--- src/rtl/mem_port_arbiter.sv ---
// Arbitrates a single-port memory between an instruction-fetch port and a data port.
// Data wins contention, except that a bounded run of data grants lets a pending fetch in.
module mem_port_arbiter #(
  parameter int unsigned AW         = 32,
  parameter int unsigned DW         = 32,
  parameter int unsigned TIMEOUT    = 255,
  parameter int unsigned MAX_DBURST = 4
) (
  input  logic          clk,
  input  logic          reset,
  input  logic          i_req,
  input  logic [AW-1:0] i_addr,
  output logic [DW-1:0] i_rdata,
  output logic          i_ack,
  output logic          i_err,
  input  logic          d_req,
  input  logic          d_we,
  input  logic [AW-1:0] d_addr,
  input  logic [DW-1:0] d_wdata,
  output logic [DW-1:0] d_rdata,
  output logic          d_ack,
  output logic          d_err,
  output logic          mem_req,
  output logic          mem_we,
  output logic [AW-1:0] mem_addr,
  output logic [DW-1:0] mem_wdata,
  input  logic [DW-1:0] mem_rdata,
  input  logic          mem_ready
);

  localparam int unsigned WCW = 8;
  localparam int unsigned BCW = $clog2(MAX_DBURST + 1);

  typedef enum logic [1:0] {
    IDLE  = 2'd0,
    IBUSY = 2'd1,
    DBUSY = 2'd2
  } state_t;

  state_t         state_q, state_d;
  logic [WCW-1:0] wait_q, wait_d;
  logic [BCW-1:0] dburst_q, dburst_d;
  logic [AW-1:0]  addr_d;
  logic           we_d;
  logic [DW-1:0]  wdata_d;
  logic           timeout_hit;
  logic           dburst_full;

  // State and latched access attributes
  always_ff @(posedge clk or negedge reset) begin
    if (!reset) begin
      state_q   <= IDLE;
      wait_q    <= '0;
      dburst_q  <= '0;
      mem_we    <= 1'b0;
      mem_addr  <= '0;
      mem_wdata <= '0;
    end else begin
      state_q   <= state_d;
      wait_q    <= wait_d;
      dburst_q  <= dburst_d;
      mem_we    <= we_d;
      mem_addr  <= addr_d;
      mem_wdata <= wdata_d;
    end
  end

  assign mem_req     = (state_q != IDLE);
  assign timeout_hit = (wait_q == WCW'(TIMEOUT - 1));
  assign dburst_full = (dburst_q == BCW'(MAX_DBURST));

  // Grant decision, completion/abort and per-port responses
  always_comb begin
    state_d  = state_q;
    wait_d   = wait_q;
    dburst_d = dburst_q;
    addr_d   = mem_addr;
    we_d     = mem_we;
    wdata_d  = mem_wdata;
    i_ack    = 1'b0;
    i_err    = 1'b0;
    i_rdata  = '0;
    d_ack    = 1'b0;
    d_err    = 1'b0;
    d_rdata  = '0;

    unique case (state_q)
      IDLE: begin
        if (d_req && !(i_req && dburst_full)) begin
          state_d = DBUSY;
          wait_d  = '0;
          addr_d  = d_addr;
          we_d    = d_we;
          wdata_d = d_wdata;
          if (!i_req)
            dburst_d = '0;
          else if (!dburst_full)
            dburst_d = dburst_q + BCW'(1);
        end else if (i_req) begin
          state_d  = IBUSY;
          wait_d   = '0;
          addr_d   = i_addr;
          we_d     = 1'b0;
          dburst_d = '0;
        end
      end

      IBUSY: begin
        if (mem_ready) begin
          i_ack   = 1'b1;
          i_rdata = mem_rdata;
          state_d = IDLE;
        end else begin
          wait_d = wait_q + WCW'(1);
          if (timeout_hit) begin
            i_ack   = 1'b1;
            i_err   = 1'b1;
            state_d = IDLE;
          end
        end
      end

      DBUSY: begin
        if (mem_ready) begin
          d_ack   = 1'b1;
          d_rdata = mem_we ? '0 : mem_rdata;
          state_d = IDLE;
        end else begin
          wait_d = wait_q + WCW'(1);
          if (timeout_hit) begin
            d_ack   = 1'b1;
            d_err   = 1'b1;
            state_d = IDLE;
          end
        end
      end

      default: state_d = IDLE;
    endcase
  end

endmodule

--- config.mk ---
export PLATFORM = sky130hd
export DESIGN_NAME = mem_port_arbiter
export DESIGN_NICKNAME = d
export VERILOG_FILES = /design/src/rtl/mem_port_arbiter.sv
export SDC_FILE = /design/constraint.sdc
export NUM_CORES = 1
export LEC_CHECK = 0
export BUFFER_PORTS_ARGS = -buffer_cell sky130_fd_sc_hd__clkbuf_2
export CAP_MARGIN = 20
export CORE_AREA = 2 2 103 105
export DETAILED_ROUTE_END_ITERATION = 6
export DIE_AREA = 0 0 105 107
export PLACE_DENSITY = 0.77
export SLEW_MARGIN = 20
export SYNTH_ARGS = -nofsm -noshare
export SYNTH_HDL_FRONTEND = slang
export SYNTH_SLANG_ARGS = --single-unit
--- constraint.sdc ---
create_clock -name clk -period 4.6 [get_ports clk]
set_input_delay 0 -clock clk [delete_from_list [all_inputs] [get_ports clk]]
set_output_delay 0 -clock clk [all_outputs]
set_load 0.05 [all_outputs]
==> reports/results.tsv, run 1 <==
stage	metric	value	unit
status	status	finished, violations left	
status	violations	negative hold slack	
sta	finalSetupTns	0	ns
synthesis	syn_nets	517	
global_route	grt-ovfl-total	0	
sta	holdWs	-0.0237	ns
clock_network	cts_setup_buffers	0	
hold_path	min_to	mem_addr[10]	
synthesis	ys.flop_type	dfrtp_1	
sta	fmax	365	MHz
synthesis	syn-cell-area	4070	µm²
clock_network	clock_latency	0.36	ns
setup_path	crit_fanout	32	
finish	syn_to_final_growth	64.1	%
setup_path	worstReg2RegEnd	mem_addr[9]	
floorplanning	rows	37	
floorplanning	dieHeight	107	µm
finish	final_common_cell	clkbuf_2	
power_and_ir_drop	seqPwrFrac	26.8	%
power_and_ir_drop	sw_frac_of_total	53.2	%
finish	final_nets	867	
setup_path	crit_path_end_kind	flip-flop	
detailed_routing	drtIter0Drc	257	
floorplanning	die_x	105	µm
setup_path	timing.rr.start	dburst_q[0]	
setup_path	r2r_cells	7	
sta	hold_viol	1	
power_and_ir_drop	power.total	4.48	mW
detailed_routing	viasPerCell	4.89	
clock_network	clk_path_buf_depth	2	
clock_network	cts_tree	done	
sta	fin_ws	1.86	ns
setup_path	cp_data_arrival_time	2.95	ns
hold_path	worstHoldPathType	in -> reg	
detailed_routing	drc_errors	0	
finish	num-fill-cells	798	
sta	slew_viol_final	0	
detailed_routing	drt_pass1_iterations	4	
place	portBuffers	267	
clock_network	htreeDepth	3	
place	hpwl	8850	µm
clock_network	clkTransAtPathRegs	0.08	ns
clock_network	cts.sinks	78	
detailed_routing	post_drt_wl_per_cell	15.4	µm
synthesis	syn_inst	376	
synthesis	ys_async_sr_fraction	100	%
sta	timing.final.crit_share	59.6	%
power_and_ir_drop	p_clk_share	14.0	%
floorplanning	core	10100	µm²
global_route	antenna_found_initial	1	
detailed_routing	via_count	4244	
sta	worst_pin_slew	1.02	ns
global_route	first_global_vias	4409	
setup_path	required	4.80	ns
sta	skew	0.00930	ns
job	cap_violations	0	
sta	relSlewSlack	31.7	%
floorplanning	die_area	11200	µm²
finish	final_cell_mix	clkbuf_2 (266), dlygate4sd3_1 (99), dfrtp_1 (78)	
global_route	grt_start_max_net_pins	79	
power_and_ir_drop	p_sw	2.38	mW
sta	rsz0062_at_grt	no	
floorplanning	initial_core_util	40.3	%
clock_network	cts_root_buf	clkbuf_8	
clock_network	cts_resized	0	
synthesis	avgSynthCellArea	10.8	µm²
detailed_routing	ant_nets	0	
synthesis	synth-seq-cells	78	
synthesis	synth_edf_count	0	
setup_path	regToRegSetupSlack	1.86	ns
setup_path	crit_type	reg -> reg	
power_and_ir_drop	ir_worst_vdd	0.000545	V
clock_network	cts_made_buffers	9	
setup_path	start_kind	flip-flop	
hold_path	min_from	d_addr[10]	
clock_network	postCtsHoldBufs	99	
power_and_ir_drop	leakagePower	3.74	nW
power_and_ir_drop	internal_power	2.10	mW
detailed_routing	drt_wl_total	13300	µm
global_route	grt_use_total	23.3	%
power_and_ir_drop	comb_power_share	59.3	%
place	gp_congestion	0.760	
sta	setup_viol	0	
power_and_ir_drop	powerDensity	670	nW/µm²
synthesis	seq_area_frac_synth	47.9	%
place	dp_slack	2.33	ns
synthesis	yosysWarnings	0	
hold_path	min_path_cells	3	
global_route	grt_pass1_wl	20900	µm
sta	period_needed	2.74	ns
synthesis	yosysUniqueCellTypes	34	
floorplanning	boundaryPins	268	
finish	drive_gt1_share	43.6	%
[registers in the layout (all words and copies together) (netlist names)]
register   count
dburst_q       3
mem_addr      32
mem_wdata     32
mem_we         1
state_q        2
wait_q         8
[worst max path at each step]
stage	startpoint	end	cells after the start	slack (ns)
3_5_place_dp	state_q[0]	mem_wdata[2]	4	2.33
6_report	dburst_q[0]	mem_addr[9]	7	1.86
3_3_place_gp	state_q[0]	mem_wdata[2]	4	2.42
4_1_cts	dburst_q[0]	mem_addr[8]	7	1.94
5_1_grt	dburst_q[0]	mem_addr[9]	7	1.73
2_1_floorplan	wait_q[0]	d_err	4	2.28
[worst max-delay path: stages, from the launching register on]
cell and delay [ns]:
dfrtp_1 0.41, inv_1 0.07, ha_1 0.18, nand3_1 0.12, nand2_2 0.75, mux2i_1 0.33, dlygate4sd3_1 0.60, o21ai_0 0.08
[cell usage after synthesis, types with 2 or more instances]
cell type,count,share of area [%]
nor2b_1,2,0.31
o21ai_1,8,0.98
clkbuf_1,19,1.8
nand4_1,2,0.31
mux2_1,6,1.7
and3_1,66,10
mux2i_1,32,7.9
a32o_1,2,0.49
inv_1,6,0.55
nand3_1,4,0.49
o21ai_0,33,4.1
ha_1,7,2.2
buf_6,4,1.1
xor2_1,2,0.43
or3_1,3,0.46
buf_2,2,0.25
buf_4,4,0.74
dfrtp_1,78,48
mux2_4,26,9.6
o21a_1,2,0.37
nand2_1,48,4.4
nor2_1,5,0.46
a21oi_1,4,0.49
[cell type report]
cell class | count | area [µm²] | share of cell area (%)
Clock inverter | 7 | 123 | 1.83
Sequential cell | 78 | 1950 | 29.2
Clock buffer | 9 | 124 | 1.85
Timing Repair Buffer | 368 | 2340 | 35.1
Multi-Input combinational cell | 263 | 1940 | 29.1
Tap cell | 136 | 170 | 2.55
Antenna cell | 1 | 2.50 | 0.0374
Inverter | 6 | 22.5 | 0.337
[power groups by stage]
stage / clock network, mW / registers, mW / logic [mW]
after floorplan: 0 / 2.18 / 0.994
after global placement: 0 / 1.19 / 2.52
after detailed placement: 0 / 1.20 / 2.58
after CTS: 0.638 / 1.19 / 2.65
after global routing: 0.663 / 1.24 / 2.80
final: 0.625 / 1.20 / 2.66
[cells by family (layout without fill, tap and decap cells)]
logic type,count (synthesis),in the layout,synth area share (%)
and+or+nand+nor,137,137,18.5
muxes,65,65,19.4
buffers and inverters,35,390,4.39
adders and majority gates,7,7,2.15
xor gates and xnor gates,2,2,0.430
DFF,78,78,47.9
other,0,1,0
AOI/OAI and AO/OA,52,52,7.22
[through the flow]
step,instance area (µm²),utilization [%],std cells
floorplan,4070,-,376
global placement,5440,53.9,752
detailed placement,5440,53.9,752
CTS,6680,66.2,867
global route,6680,66.2,868
finish,6680,66.2,868
[metal layers]
layer | vias to the layer above | GRT usage [%] | wire length, µm
li1 | 2022 | - | -
met1 | 2002 | 23.4 | 4660
met2 | 185 | 47.2 | 7550
met3 | 35 | 3.83 | 755
met4 | 0 | 9.33 | 391
met5 | - | 0 | 0
Power figures use the tool's default switching activity.
==> run 2: changes to the inputs <==
--- a/config.mk
+++ b/config.mk
@@ -7,10 +7,10 @@
 export LEC_CHECK = 0
 export BUFFER_PORTS_ARGS = -buffer_cell sky130_fd_sc_hd__clkbuf_2
 export CAP_MARGIN = 20
-export CORE_AREA = 2 2 103 105
+export CORE_AREA = 2 2 104 106
 export DETAILED_ROUTE_END_ITERATION = 6
-export DIE_AREA = 0 0 105 107
-export PLACE_DENSITY = 0.77
+export DIE_AREA = 0 0 106 108
+export PLACE_DENSITY = 0.76
 export SLEW_MARGIN = 20
 export SYNTH_ARGS = -nofsm -noshare
 export SYNTH_HDL_FRONTEND = slang
==> constraint.sdc (replaced) <==
create_clock -name clk -period 2.6 [get_ports clk]
set_input_delay 0 -clock clk [delete_from_list [all_inputs] [get_ports clk]]
set_output_delay 0 -clock clk [all_outputs]
set_load 0.05 [all_outputs]
==> run 2 against run 1 <==
  * The flow now finishes without violations
  * Non-clock buffer count up 3
  * Die area up 1.9%
  * Core utilization down 0.83 points
  * Critical path depth up 1
  * Hold slack better by 0.045 ns
  * Critical path type unchanged
  * Critical endpoint is now mem_addr[25]
  * Largest cell class unchanged
  * Highest routed layer unchanged
==> reports/results.tsv, run 2 (synthesized netlist as in run 1, its figures left out) <==
stage	metric	value	unit	change
clock_network	clock_latency	0.35	ns	about the same
floorplanning	die_x	106	µm	+0.95%
floorplanning	rows	37		unchanged
setup_path	timing.rr.start	dburst_q[0]		
detailed_routing	drt_wl_total	13400	µm	+0.51%
clock_network	cts_tree	done		
global_route	antenna_found_initial	0		-1
finish	final_nets	870		+0.35%
hold_path	min_from	d_req		
detailed_routing	drc_errors	0		unchanged
sta	period_needed	2.42	ns	-0.326 ns
setup_path	startpoint	dburst_q[0]		
setup_path	crit_fanout	32		unchanged
floorplanning	initial_core_util	39.8	%	-0.55 points
setup_path	crit_path_end_kind	flip-flop		
clock_network	clkTransAtPathRegs	0.08	ns	about the same
sta	setup_viol	0		unchanged
finish	n_antenna_cell	0		-1
finish	syn_to_final_growth	64.3	%	
power_and_ir_drop	ir_worst_vdd	0.000701	V	+29%
detailed_routing	via_count	4200		-1.0%
status	status	complete, no violations		
global_route	first_global_vias	4350		-1.3%
sta	fmax	414	MHz	+13%
sta	finalSetupTns	0	ns	unchanged
place	hpwl	8730	µm	-1.3%
setup_path	start_kind	flip-flop		
power_and_ir_drop	powerDensity	1170	nW/µm²	+75%
sta	relSlewSlack	39.8	%	+8.1 points
detailed_routing	ant_nets	0		unchanged
clock_network	cts.sinks	78		unchanged
clock_network	cts_made_buffers	9		unchanged
floorplanning	die_area	11400	µm²	+1.9%
detailed_routing	viasPerCell	4.83		-1.3%
sta	timing.final.crit_share	92.9	%	+33 points
clock_network	cts_root_buf	clkbuf_8		
setup_path	required	2.80	ns	-2.00 ns
sta	hold_viol	0		-1
finish	final_cell_mix	clkbuf_2 (266), dlygate4sd3_1 (99), dfrtp_1 (78)		
clock_network	cts_setup_buffers	0		unchanged
global_route	grt-ovfl-total	0		unchanged
sta	skew	0.00814	ns	-0.00116 ns
global_route	grt_use_total	23.4	%	+0.070 points
detailed_routing	drt_pass1_iterations	5		+1
finish	final_common_cell	clkbuf_2		
place	portBuffers	267		unchanged
finish	largestRegisters	mem_addr: 32 flops, mem_wdata: 32 flops, wait_q: 8 flops		
power_and_ir_drop	leakagePower	3.75	nW	+0.35%
clock_network	htreeDepth	3		unchanged
detailed_routing	drtIter0Drc	318		+24%
sta	worst_pin_slew	0.903	ns	-0.118 ns
setup_path	crit_type	reg -> reg		
global_route	grt_start_max_net_pins	79		unchanged
power_and_ir_drop	power.total	7.84	mW	+75%
setup_path	cp_data_arrival_time	2.61	ns	-0.34 ns
job	cap_violations	0		unchanged
clock_network	clk_path_buf_depth	2		unchanged
floorplanning	boundaryPins	268		unchanged
sta	rsz0062_at_grt	no		
detailed_routing	post_drt_wl_per_cell	15.4	µm	+0.28%
global_route	grt_pass1_wl	20800	µm	-0.30%
finish	drive_gt1_share	43.7	%	+0.094 points
floorplanning	core	10200	µm²	+1.4%
sta	slew_viol_final	0		unchanged
floorplanning	dieHeight	108	µm	+0.93%
hold_path	worstHoldPathType	in -> reg		
place	gp_congestion	0.770		+1.2%
[run 2: metal layers]
metal  share of wire [%]  up-vias  wire length [µm]  GRT usage (%)
met2                  56      193              7500           47.1
li1                    -     2023                 -              -
met5                   0        -                 0              0
met3                 5.9       33               797           4.58
met1                  36     1951              4770           23.4
met4                 2.6        0               347           9.49
[run 2: final timing paths]
check,endpoint,slack (ns),cells past startpoint
max in group asynchronous,mem_wdata[22],1.81,2
worst max register to register,mem_addr[25],0.18,8
worst min-delay path,mem_we,0.02,3
worst min register to register,mem_addr[16],0.48,2
worst max-delay path,mem_addr[25],0.18,8
min in group asynchronous,mem_wdata[25],0.23,2
[run 2: cell type report]
cell class,count,area (µm²)
fillers,800,3540
repair buffers,371,2390
flip-flops and latches,78,1950
multi-input cells,263,1940
well taps,136,170
clock buffers,10,128
clock inverters,6,86.3
inverters,6,22.5
[run 2: power by group]
part           internal, mW  switching [mW]  total [mW]  leakage, nW
clock network         0.540           0.456       0.996        0.106
registers              1.77           0.344        2.11        0.955
logic                  1.32            3.42        4.73         2.69
total                  3.62            4.22        7.84         3.75
[run 2: worst max-delay path, stage by stage, from the launching register on]
cell           delay (ns)
dfrtp_1              0.42
inv_1                0.07
ha_1                 0.19
nand3_1              0.14
nand2_2              0.10
buf_6                0.34
mux2i_1              0.31
dlygate4sd3_1        0.60
o21ai_0              0.09
[run 2: what timing repair did]
item,4_1_cts,5_1_grt
gates resized for setup,0,1
hold endpoints to repair,144,0
endpoints found under the setup margin,0,12
hold buffers,99,0
[run 2: per-stage QoR]
stage / hold slack (ns) / std cells / worst slack [ns] / utilization (%) / instance area [µm²]
after floorplan: -0.296 / 376 / 0.284 / - / 4070
after global placement: 0.207 / 755 / 0.847 / 53.5 / 5480
after detailed placement: 0.225 / 755 / 0.737 / 53.5 / 5480
after CTS: 0.000782 / 870 / 0.197 / 65.3 / 6680
after global routing: 0.0366 / 870 / 0.0556 / 65.4 / 6690
final: 0.0209 / 870 / 0.183 / 65.4 / 6690
==> run 3: changes to the inputs <==
==> constraint.sdc (replaced) <==
create_clock -name clk -period 2.25 [get_ports clk]
set_input_delay 0 -clock clk [delete_from_list [all_inputs] [get_ports clk]]
set_output_delay 0 -clock clk [all_outputs]
set_load 0.05 [all_outputs]
==> run 3 against run 2 <==
  * Wire length increased by 14%
  * Register-to-register slack lost 0.15 ns
  * Critical path depth is 1 lower
  * Via count grew 6.5%
  * Non-clock buffer count increased by 4
  * Cell area up 0.60%
  * Clock skew is 0.0017 ns higher
  * Die area unchanged
  * Count of clock-buffer cells in the layout down 1
  * Maximum frequency rose by 9.1%
  * Largest power group unchanged
  * Highest routed layer unchanged
==> reports/results.tsv, run 3 (synthesized netlist as in run 1, its figures left out) <==
stage	metric	value	unit	change
floorplanning	boundaryPins	268		unchanged
detailed_routing	drtIter0Drc	416		+31%
sta	worst_pin_slew	0.962	ns	+0.0590 ns
sta	holdWs	0.0803	ns	+0.0594 ns
finish	final_nets	875		+0.57%
sta	period_needed	2.22	ns	-0.201 ns
global_route	first_global_vias	4448		+2.3%
sta	setup_viol	0		unchanged
power_and_ir_drop	ir_worst_vdd	0.000952	V	+36%
detailed_routing	drt_wl_total	15300	µm	+14%
setup_path	cp_data_arrival_time	2.45	ns	-0.16 ns
floorplanning	rows	37		unchanged
sta	skew	0.00981	ns	+0.00167 ns
sta	relSlewSlack	35.8	%	-3.9 points
power_and_ir_drop	powerDensity	1350	nW/µm²	+15%
global_route	antenna_found_initial	0		unchanged
floorplanning	die_area	11400	µm²	unchanged
global_route	grt_pass1_wl	22700	µm	+9.2%
detailed_routing	drt_pass1_iterations	5		unchanged
setup_path	r2r_cells	7		-1
setup_path	cp_slowest_cell	dlygate4sd3_1		
job	cap_violations	0		unchanged
clock_network	clock_latency	0.36	ns	about the same
global_route	grt-ovfl-total	0		unchanged
clock_network	htreeDepth	3		unchanged
finish	final_cell_mix	clkbuf_2 (266), dlygate4sd3_1 (99), dfrtp_1 (78)		
hold_path	worstHoldPathType	in -> reg		
detailed_routing	post_drt_wl_per_cell	17.4	µm	+13%
sta	fmax	451	MHz	+9.1%
clock_network	cts_root_buf	clkbuf_8		
floorplanning	die_x	106	µm	unchanged
clock_network	clk_path_buf_depth	2		unchanged
sta	timing.final.crit_share	98.5	%	+5.5 points
place	gp_congestion	0.805		+4.6%
setup_path	crit_path_end_kind	flip-flop		
place	portBuffers	267		unchanged
global_route	grt_use_total	25.5	%	+2.1 points
floorplanning	core	10200	µm²	unchanged
setup_path	start_kind	flip-flop		
finish	drive_gt1_share	44.5	%	+0.79 points
finish	syn_to_final_growth	65.3	%	
hold_path	min_path_cells	3		unchanged
floorplanning	initial_core_util	39.8	%	unchanged
setup_path	required	2.48	ns	-0.32 ns
setup_path	crit_chain	inv_1, ha_1, nand3_2, nand2_2, mux2i_1, dlygate4sd3_1, o21ai_0		
clock_network	cts_tree	done		
detailed_routing	viasPerCell	5.11		+5.8%
setup_path	crit_type	reg -> reg		
detailed_routing	drc_errors	0		unchanged
sta	hold_viol	0		unchanged
clock_network	cts.sinks	78		unchanged
detailed_routing	ant_nets	0		unchanged
status	status	complete, no violations		
clock_network	clkTransAtPathRegs	0.08	ns	about the same
place	hpwl	9310	µm	+6.6%
finish	final_core_util	65.8	%	+0.39 points
finish	final_common_cell	clkbuf_2		
global_route	grt_start_max_net_pins	79		unchanged
setup_path	crit_fanout	7		-78%
detailed_routing	via_count	4475		+6.5%
finish	largestRegisters	mem_addr: 32 flops, mem_wdata: 32 flops, wait_q: 8 flops		
floorplanning	dieHeight	108	µm	unchanged
power_and_ir_drop	leakagePower	3.77	nW	+0.36%
clock_network	cts_made_buffers	9		unchanged
sta	slew_viol_final	0		unchanged
setup_path	slowest_delay	0.59	ns	about the same
==> run 3: worst max-delay path: cells and delay by family, from the launching register on <==
kind | cells | cell delay, ns
multiplexers | 1 | 0.30
AO/OA/AOI/OAI | 1 | 0.08
adder cells (fa/ha/maj) | 1 | 0.21
flip-flops | 1 | 0.42
AND/OR/NAND/NOR | 2 | 0.42
buffers and inverters | 2 | 0.66
==> run 3: routing by layer <==
layer	GRT usage, %	share of wire, %	up-vias
li1	-	-	2042
met1	28.2	36	2113
met2	47.0	53	276
met3	5.18	7.7	44
met4	12.4	3.4	0
met5	0	0	-
==> run 3: through the flow <==
stage	worst slack, ns	total power, mW	TNS [ns]	cell area [µm²]	instances
2_1_floorplan	0.559	6.50	0	4080	376
3_3_place_gp	0.488	7.66	0	5520	757
3_5_place_dp	0.374	7.79	0	5520	757
4_1_cts	0.0442	8.94	0	6700	872
5_1_grt	-0.0664	9.47	-0.0664	6730	875
6_report	0.0342	9.06	0	6730	876
==> run 3: repair_timing <==
action                     4_1_cts  5_1_grt
setup endpoints to repair        0       11
hold buffers                    99        0
buffers inserted                 0        2
hold endpoints to repair       144        0
gates resized for setup          0        2
==> run 3: cell type report <==
class,instances,area (µm²)
antenna,1,2.50
clock buffer,9,124
clock inverter,7,57.6
fill,720,3500
inverter,6,22.5
multi-input combinational,264,1970
sequential,78,1950
tap,136,170
timing repair buffer,375,2430
==> run 3: report_power, final <==
group	total [mW]	switching (mW)	internal, mW
Sequential	2.49	0.449	2.04
Combinational	5.59	4.05	1.54
Clock	0.982	0.568	0.413
Total	9.06	5.06	4.00
==> run 3: path summary, 6_finish.rpt <==
path	from	endpoint	slack (ns)
max in group asynchronous	reset	wait_q[4]	1.27
max reg2reg	dburst_q[0]	mem_addr[0]	0.03
min	d_req	mem_we	0.08
min in group asynchronous	reset	mem_wdata[10]	0.34
max	dburst_q[0]	mem_addr[0]	0.03
min reg2reg	mem_addr[23]	mem_addr[23]	0.50
